--- src/rtl/imem_stream_loader.sv ---
// imem_stream_loader: byte-stream program loader for the MIPS instruction memory.
// Frame: 16-bit word count N (high byte first), then N big-endian 32-bit words.
// The CPU is held while a load is in progress and released once it completes.
// Optional feature macro IMEM_LOADER_CHECKSUM_EN: a trailing XOR checksum byte
// covers every earlier frame byte, including both length bytes.
module imem_stream_loader #(
  parameter int unsigned ADDR_W = 8
) (
  input  logic              clk,
  input  logic              rst_n,
  input  logic              start,
  input  logic [7:0]        byte_data,
  input  logic              byte_valid,
  output logic              byte_ready,
  output logic              im_we,
  output logic [ADDR_W-1:0] im_addr,
  output logic [31:0]       im_wdata,
  output logic              cpu_hold,
  output logic              done,
  output logic              error
);

  localparam int unsigned CW    = ADDR_W + 1;
  localparam int unsigned DEPTH = 1 << ADDR_W;

  typedef enum logic [2:0] {
    S_IDLE,
    S_LEN_HI,
    S_LEN_LO,
    S_DATA,
    S_WRITE,
    S_DONE,
    S_ERR
`ifdef IMEM_LOADER_CHECKSUM_EN
    , S_CHK
`endif
  } state_t;

  // State entered once the last word (or an empty frame) has been handled.
`ifdef IMEM_LOADER_CHECKSUM_EN
  localparam state_t S_FIN = S_CHK;
`else
  localparam state_t S_FIN = S_DONE;
`endif

  state_t          state, state_nxt;
  logic [7:0]      n_hi;
  logic [CW-1:0]   len;
  logic [CW-1:0]   idx;
  logic [1:0]      bcnt;
  logic [23:0]     word;
  logic [15:0]     n_full;
  logic            hs;
  logic            last;
  logic            start_ok;
  logic            ready_nxt;
`ifdef IMEM_LOADER_CHECKSUM_EN
  logic [7:0]      csum;
`endif

  assign hs       = byte_valid & byte_ready;
  assign n_full   = {n_hi, byte_data};
  assign last     = (idx == len - CW'(1));
  assign start_ok = start & ((state == S_IDLE) | (state == S_DONE) | (state == S_ERR));

  // State register.
  always_ff @(posedge clk or negedge rst_n) begin
    if (!rst_n) state <= S_IDLE;
    else        state <= state_nxt;
  end

  // Next-state logic and the registered-output predicate for byte_ready.
  always_comb begin
    state_nxt = state;
    unique case (state)
      S_IDLE, S_DONE, S_ERR: if (start) state_nxt = S_LEN_HI;
      S_LEN_HI: if (hs) state_nxt = S_LEN_LO;
      S_LEN_LO: begin
        if (hs) begin
          if (32'(n_full) > DEPTH) state_nxt = S_ERR;
          else if (n_full == '0)   state_nxt = S_FIN;
          else                     state_nxt = S_DATA;
        end
      end
      S_DATA: if (hs && bcnt == 2'd3) state_nxt = S_WRITE;
      S_WRITE: state_nxt = last ? S_FIN : S_DATA;
`ifdef IMEM_LOADER_CHECKSUM_EN
      S_CHK: if (hs) state_nxt = (byte_data == csum) ? S_DONE : S_ERR;
`endif
      default: state_nxt = S_IDLE;
    endcase

    ready_nxt = (state_nxt == S_LEN_HI) | (state_nxt == S_LEN_LO) | (state_nxt == S_DATA);
`ifdef IMEM_LOADER_CHECKSUM_EN
    ready_nxt = ready_nxt | (state_nxt == S_CHK);
`endif
  end

  // Status outputs registered from the next state so they line up with it.
  always_ff @(posedge clk or negedge rst_n) begin
    if (!rst_n) begin
      byte_ready <= 1'b0;
      cpu_hold   <= 1'b1;
      done       <= 1'b0;
      error      <= 1'b0;
    end else begin
      byte_ready <= ready_nxt;
      cpu_hold   <= (state_nxt != S_DONE);
      done       <= (state_nxt == S_DONE);
      error      <= (state_nxt == S_ERR);
    end
  end

  // Datapath: length capture, word assembly, write port and word index.
  always_ff @(posedge clk or negedge rst_n) begin
    if (!rst_n) begin
      n_hi     <= '0;
      len      <= '0;
      idx      <= '0;
      bcnt     <= '0;
      word     <= '0;
      im_we    <= 1'b0;
      im_addr  <= '0;
      im_wdata <= '0;
    end else begin
      im_we <= 1'b0;
      if (start_ok) begin
        idx  <= '0;
        bcnt <= '0;
      end
      unique case (state)
        S_LEN_HI: if (hs) n_hi <= byte_data;
        S_LEN_LO: if (hs) begin
          len  <= CW'(n_full);
          idx  <= '0;
          bcnt <= '0;
        end
        S_DATA: if (hs) begin
          word <= {word[15:0], byte_data};
          bcnt <= bcnt + 2'd1;
          // The write port is loaded on the 4th byte so im_we lands in S_WRITE.
          if (bcnt == 2'd3) begin
            im_we    <= 1'b1;
            im_addr  <= idx[ADDR_W-1:0];
            im_wdata <= {word, byte_data};
          end
        end
        S_WRITE: idx <= idx + CW'(1);
        default: ;
      endcase
    end
  end

`ifdef IMEM_LOADER_CHECKSUM_EN
  // Running XOR of every frame byte before the checksum byte.
  always_ff @(posedge clk or negedge rst_n) begin
    if (!rst_n)                                               csum <= '0;
    else if (start_ok)                                        csum <= '0;
    else if (hs && (state == S_LEN_HI || state == S_LEN_LO || state == S_DATA))
                                                              csum <= csum ^ byte_data;
  end
`endif

endmodule

--- config.mk ---
export PLATFORM = sky130hd
export DESIGN_NAME = imem_stream_loader
export DESIGN_NICKNAME = d
export VERILOG_FILES = /design/src/rtl/imem_stream_loader.sv
export SDC_FILE = /design/constraint.sdc
export NUM_CORES = 1
export LEC_CHECK = 0
export ABC_AREA = 1
export BUFFER_PORTS_ARGS = -buffer_cell sky130_fd_sc_hd__buf_4
export CORE_MARGIN = 3
export CORE_UTILIZATION = 34
export CTS_CLUSTER_SIZE = 14
export DETAILED_ROUTE_END_ITERATION = 16
export PLACE_DENSITY = 0.59
export RECOVER_POWER = 100
export SLEW_MARGIN = 20
export SYNTH_ARGS = -nofsm -noshare
export SYNTH_HDL_FRONTEND = slang
export SYNTH_SLANG_ARGS = --single-unit
--- constraint.sdc ---
create_clock -name clk -period 2.88 [get_ports clk]
set_input_delay 0.144 -clock clk [delete_from_list [all_inputs] [get_ports clk]]
set_output_delay 0.144 -clock clk [all_outputs]
set_load 0.03 [all_outputs]
==> results.txt, run 1 <==
Main combinational cell family by area after synthesis: simple AND/OR/NAND/NOR gates
Synth Area per Inst: 9.01 sq um
Drt first-iter violations: 210
Cell type with the highest occurrence count on the critical path: sky130_fd_sc_hd__nand2_1
Die width: 121 um
Area Overhead vs Synth: 12.1%
Wire per inst: 13.3 um
Slowest cell on crit path: sky130_fd_sc_hd__dfrtp_1
Top cells by area, synth: sky130_fd_sc_hd__dfrtp_1 (55%), sky130_fd_sc_hd__nand2_1 (13%), sky130_fd_sc_hd__o21ai_2 (6.2%)
R2R Setup Slk: 0.74 ns
Post-Synth Adder-Cell Area: 0.00831
Number of antenna violations at the first check in global routing: 0
Power spent charging and discharging nets: 0.00179 W
Synthesized netlist cell count: 501
Clock transition at the registers of the reported paths: 0.07 ns
Most frequent cells after synthesis: sky130_fd_sc_hd__nand2_1 (151), sky130_fd_sc_hd__dfrtp_1 (99), sky130_fd_sc_hd__inv_1 (55)
Cell type contributing the most total cell area after synthesis: sky130_fd_sc_hd__dfrtp_1
Worst-skew pair later-pin latency: 0.35 ns
Smallest setup slack after layout: 0.737 ns
Portion of the post-synthesis area used by sequential elements: 0.555
H-tree depth: 3
Clock power frac: 0.251
Worst setup skew after layout: 0.00738 ns
Total routing usage reported by global routing: 0.142
Share of cells above drive strength 1: 0.0814
Share of synthesized area spent on multiplexers: 0
Post-route cell area: 0.00506 sq mm
Length in cells of the worst reg-to-reg path: 10
Share of the synthesized netlist area taken by xor and xnor gates: 0.0147
Kind of end point of the critical path: register
Via count: 3403
Die height: 121 um
Total power per unit cell area: 934 mW/mm^2
Overflow after GRT: 0
Ys flop type: sky130_fd_sc_hd__dfrtp_1
Combinational group share of total power: 0.314
Number of vias per cell after detailed routing: 4.62
Critical path capture point: im_wdata[24]$_DFFE_PN0P_
Total placed instance area: 0.00507 sq mm
Number of antenna repair diodes: 0
Static Leak: 2.45 nW
Status: complete, but fails checks
Fraction of post-synthesis cell area in the top cell type by area: 0.549
Routed Antenna Nets: 0
Sort of element at the start of the critical path: register
Crit Reg-Reg Endpoint: im_wdata[24]$_DFFE_PN0P_
Root buffer cell: sky130_fd_sc_hd__clkbuf_16
Quantity of I/O buffers inserted on ports: 56
Maximum achievable frequency: 0.467 GHz
Number of max-capacitance violations reported: 1
CTS tree: built
CTS sink count: 100
Drt total wl: 9800 um
Final layout net count: 575
Post-synth cell types: 34
Delay of the slowest cell on the worst path: 0.42 ns
Violated checks: capacitance limit, slew limit
CP Max Fanout: 22
Number of flops mapped to enable cells by yosys: 0
Min-Delay Path Class: in -> reg
Setup repair after global routing missed its margin: no
CP startpoint: state[2]$_DFF_PN0_
Post-CTS setup repair buffer count: 0
Clock period minus final worst setup slack: 2.14 ns
Final Hold Viols: 0
Number of global-route vias before repair: 3333
Total Negative Setup Slacks: 0 ns
Async set or reset register ratio after synthesis: 1.00
Pin count of the biggest net entering global routing: 68
Top-level port count: 57
Total CTS buffers: 9
Worst EP arrival: 2.42 ns
Die footprint: 0.0147 sq mm
Post-synth net total: 516
Type of the setup path with the least slack: reg -> reg
Clock tree buffer depth: 2
Final slew viol count: 68
Global-route wire length before repair: 16400 um
DP HPWL: 7120 um
Placed instance count: 720
Worst r2r src: state[2]$_DFF_PN0_
VDD IR max: 396 uV
RePlAce Congestion: 0.807
Post-synthesis compound-gate area fraction: 0.139
Relative slew slack: -0.0925
Post-Synth Simple-Gate Area: 0.203
Fin cells: 737
Actual transition at the worst max-transition pin: 1.64 ns
Final hold slack: 0.0372 ns
Sequential share of power: 0.435
Number of remaining DRC errors: 0
Most instantiated library cell after synthesis: sky130_fd_sc_hd__nand2_1
Num rows: 41
Synthesized flop and latch total: 100
Internal Pwr Total: 0.00294 W
Warnings, synthesis: 0
CP cell instances: inv_1 -> nand2_1 -> inv_1 -> nand2_1 -> nor2_8 -> nand2_1 -> buf_4 -> inv_1 -> nand2_1 -> nand2_1
Starting utilization of the core area: 0.352
Final Setup Violations: 0
Data required time at the worst endpoint: 3.16 ns
Portion of the clock cycle consumed by the worst path in the final layout: 0.744
Proportion of total power due to net switching: 0.378
Number of detailed-route iterations in the first pass: 5
Cell Area, Synth: 0.00451 sq mm
Core footprint: 0.0128 sq mm
Worst slack, placed: 1.00 ns
## metrics by stage
stage / util / total power [W]
global route: 0.395 / 0.00509
finish: 0.395 / 0.00473
CTS: 0.419 / 0.00494
floorplan: - / 0.00325
detailed placement: 0.396 / 0.00374
global placement: 0.396 / 0.00370
## sequential cells by signal, summed over array words and instances, names as in the netlist
register	flops
im_wdata	32
word	24
idx	9
len	9
im_addr	8
n_hi	8
state	3
bcnt	2
byte_ready	1
cpu_hold	1
done	1
error	1
im_we	1
## logic make-up after synthesis
family	after synthesis
buffers and inverters	79
adder cells (fa/ha/maj)	3
AO/OA/AOI/OAI	98
AND/OR/NAND/NOR	215
flip-flops	100
XOR/XNOR	6
## cell usage in the layout (no fill, tap or decap), types with 3 or more instances in the layout
cell / count
sky130_fd_sc_hd__nand2_1: 157
sky130_fd_sc_hd__dfrtp_1: 99
sky130_fd_sc_hd__o21ai_0: 83
sky130_fd_sc_hd__inv_1: 61
sky130_fd_sc_hd__clkbuf_1: 46
sky130_fd_sc_hd__nor2_1: 22
sky130_fd_sc_hd__nand3_1: 20
sky130_fd_sc_hd__buf_4: 14
sky130_fd_sc_hd__clkbuf_16: 9
sky130_fd_sc_hd__nand4_1: 5
sky130_fd_sc_hd__o22ai_1: 4
sky130_fd_sc_hd__inv_2: 3
sky130_fd_sc_hd__nor2_2: 3
sky130_fd_sc_hd__a21oi_1: 3
sky130_fd_sc_hd__xor2_1: 3
sky130_fd_sc_hd__o21ai_2: 3
sky130_fd_sc_hd__ha_1: 3
sky130_fd_sc_hd__clkbuf_2: 3
## power groups by stage
stage               registers, W  logic (W)  clock network [W]
finish                   0.00206    0.00148            0.00119
global route             0.00211    0.00171            0.00128
CTS                      0.00207    0.00166            0.00122
detailed placement       0.00209    0.00165                  0
global placement         0.00208    0.00162                  0
floorplan                0.00220    0.00105                  0
## per-layer routing
metal / routed length (um) / track usage / up-vias / share of wire
met4: 100 / 0.0371 / 0 / 0.010
met3: 605 / 0.0443 / 8 / 0.062
li1: - / - / 1706 / -
met5: 0 / 0 / - / 0
met1: 4740 / 0.190 / 1597 / 0.48
met2: 4360 / 0.225 / 92 / 0.44
## worst max-delay path, delay by kind of cell, from the launching register on
family / cells / cell delay [ns]
flops: 1 / 0.42
buf+inv: 4 / 0.80
simple gates: 6 / 0.85
## cell type report
type,count,area (sq um)
clock buffer,10,229
clock inverter,6,63.8
fill,1401,7760
inverter,64,240
multi-input combinational,322,1510
sequential,100,2500
tap,172,215
timing repair buffer,63,299
## worst min path at each step
stage	endpoint	cells past startpoint	slack (ns)	startpoint
finish	word[7]$_DFFE_PN0P_	3	0.04	byte_data[7]
global route	word[7]$_DFFE_PN0P_	3	0.04	byte_data[7]
CTS	word[7]$_DFFE_PN0P_	3	0.03	byte_data[7]
detailed placement	word[18]$_DFFE_PN0P_	1	0.30	rst_n
global placement	word[18]$_DFFE_PN0P_	1	0.31	rst_n
floorplan	bcnt[0]$_DFF_PN0_	0	-0.15	rst_n
## timing repair
action,4_1_cts,5_1_grt
endpoints found under the setup margin,0,0
endpoints found under the hold margin,64,0
gates resized for setup,0,0
hold buffers,1,0
Note: power is estimated with default switching activity, not from simulation.
==> run 2, diff against run 1 <==
- PLACE_DENSITY: 0.59 -> 0.6
- clock period: 2.88 -> 1.8 ns (I/O delays scaled with it)
==> run 2 against run 1 <==
  * The run now ends clean
  * Die area unchanged
  * Worst setup slack got worse by 0.69 ns
  * Sequential share of layout area decreased by 2.3 points
  * Clock skew increased by 0.00063 ns
  * Critical path type unchanged
  * Critical endpoint is now byte_ready$_DFF_PN0_
==> results.txt, run 2 (synthesized netlist as in run 1, its figures left out) <==
Status: completed
Static Leak: 2.56 nW
Delay of the slowest cell on the worst path: 0.40 ns
VDD IR max: 490 uV
Min-Delay Path Class: in -> reg
CTS sink count: 100
DP HPWL: 7310 um
Category of cells accounting for the largest share of critical-path delay: simple AND/OR/NAND/NOR gates
Total power per unit cell area: 1510 mW/mm^2
Relative slew slack: 0.425
Worst EP arrival: 2.00 ns
Number of max-capacitance violations reported: 0
Number of vias per cell after detailed routing: 4.62
Sort of element at the start of the critical path: register
Share of cells above drive strength 1: 0.149
Actual transition at the worst max-transition pin: 0.863 ns
Global-route wire length before repair: 16700 um
Die height: 121 um
Portion of the clock cycle consumed by the worst path in the final layout: 0.972
Final Setup Violations: 0
Layout fillers: 1340
Number of global-route vias before repair: 3315
Kind of end point of the critical path: register
Type of the setup path with the least slack: reg -> reg
H-tree depth: 3
Number of antenna violations at the first check in global routing: 0
Final slew viol count: 0
Clock tree buffer depth: 2
Maximum achievable frequency: 0.571 GHz
Wire per inst: 13.5 um
Final hold slack: 0.00432 ns
Number of buffers and inverters on the critical path: 4
Combinational group share of total power: 0.325
CP cell instances: inv_2 -> ha_4 -> nand2_2 -> inv_1 -> nor2_1 -> nand2_1 -> nor2_1 -> nand3_1 -> nor2_2 -> nand4_1 -> nand2_2 -> inv_2 -> nand2_1 -> inv_1
Routed Antenna Nets: 0
CTS tree: built
Clock transition at the registers of the reported paths: 0.07 ns
RePlAce Congestion: 0.864
Power spent charging and discharging nets: 0.00303 W
Clock power frac: 0.262
Number of detailed-route iterations in the first pass: 4
Drt first-iter violations: 204
Clock period minus final worst setup slack: 1.75 ns
Proportion of total power due to net switching: 0.379
Total chip power: 0.00800 W
Starting utilization of the core area: 0.352
Num rows: 41
Slowest cell on crit path: sky130_fd_sc_hd__dfrtp_1
Register containing the most flip-flops in the final layout: im_wdata
Die footprint: 0.0147 sq mm
Util after Layout: 0.414
Sequential share of power: 0.414
Placed instance count: 726
Quantity of I/O buffers inserted on ports: 56
Die width: 121 um
Data required time at the worst endpoint: 2.05 ns
Most used cells in the layout excluding fill and tap cells: sky130_fd_sc_hd__nand2_1 (150), sky130_fd_sc_hd__dfrtp_1 (99), sky130_fd_sc_hd__o21ai_0 (66), sky130_fd_sc_hd__inv_1 (54), sky130_fd_sc_hd__clkbuf_1 (47)
Core footprint: 0.0128 sq mm
Via count: 3462
Setup repair after global routing missed its margin: yes
Commonest non-fill, non-tap cell in the layout: sky130_fd_sc_hd__nand2_1
Top-level port count: 57
Worst-skew pair later-pin latency: 0.35 ns
Final Hold Viols: 0
Overflow after GRT: 0
Fin cells: 750
Area Overhead vs Synth: 17.7%
Total routing usage reported by global routing: 0.144
Root buffer cell: sky130_fd_sc_hd__clkbuf_16
Worst setup skew after layout: 0.00801 ns
Final layout net count: 588
Total CTS buffers: 9
Registers with the highest flip-flop counts: im_wdata (32), word (24)
Number of antenna repair diodes: 0
Pin count of the biggest net entering global routing: 38
Internal Pwr Total: 0.00497 W
Drt total wl: 10100 um
Number of remaining DRC errors: 0
Largest register FFs: 32
CP Max Fanout: 4
run 2: changes by cell type in the layout (fill, tap and decap cells not counted), sizes merged:
cell,previous run,this run
buf,14,17
bufinv,1,2
clkbuf,58,63
clkinv,2,0
inv,65,66
dlygate4sd3,1,6
run 2: power by group through the flow:
stage / Combinational, W / Sequential, W / Clock [W]
global placement: 0.00263 / 0.00332 / 0
CTS: 0.00275 / 0.00331 / 0.00214
global route: 0.00299 / 0.00339 / 0.00224
floorplan: 0.00168 / 0.00352 / 0
detailed placement: 0.00272 / 0.00335 / 0
finish: 0.00260 / 0.00331 / 0.00209
run 2: metal layers:
metal,part of all wire,GRT usage
met5,0,0
met4,0.0086,0.0455
met3,0.050,0.0345
met2,0.47,0.223
met1,0.47,0.199
run 2: worst paths after layout:
kind                       slack (ns)                       end  depth (start not counted)                  from
max                              0.05      byte_ready$_DFF_PN0_                         14    len[0]$_DFFE_PN0P_
min                             0.004       word[0]$_DFFE_PN0P_                          3          byte_data[0]
max reg2reg                      0.05      byte_ready$_DFF_PN0_                         14    len[0]$_DFFE_PN0P_
min reg2reg                      0.48  im_wdata[30]$_DFFE_PN0P_                          2  word[22]$_DFFE_PN0P_
max in group asynchronous        0.34   im_wdata[1]$_DFFE_PN0P_                          3                 rst_n
min in group asynchronous        0.39      word[12]$_DFFE_PN0P_                          2                 rst_n
run 2: timing repair:
item | CTS | global route
hold endpoints to repair | 38 | 0
resized for setup | 1 | 10
pin swaps | 1 | 7
hold buffers | 6 | 0
endpoints found under the setup margin | 2 | 6
buffers inserted | 0 | 2
run 2: tightest hold or removal path, cell delays in order:
cell and delay (ns):
sky130_fd_sc_hd__buf_4 0.11, sky130_fd_sc_hd__nand2_1 0.05, sky130_fd_sc_hd__o21ai_0 0.06
run 2: area by class of cell:
cell class | instances | area (sq um) | area share
Clock inverter | 6 | 95.1 | 0.0179
Inverter | 64 | 240 | 0.0452
Multi-Input combinational cell | 322 | 1610 | 0.303
Tap cell | 172 | 215 | 0.0405
Sequential cell | 100 | 2500 | 0.471
Clock buffer | 10 | 229 | 0.0431
Timing Repair Buffer | 76 | 418 | 0.0787
run 2: stage by stage:
step	instance area, sq um	TNS, ns	setup WS, ns
2_1_floorplan	4510	0	0.189
3_3_place_gp	5160	0	0.0609
3_5_place_dp	5160	-0.0318	-0.0262
4_1_cts	5540	0	0.00949
5_1_grt	5310	-0.875	-0.112
6_report	5310	0	0.0501
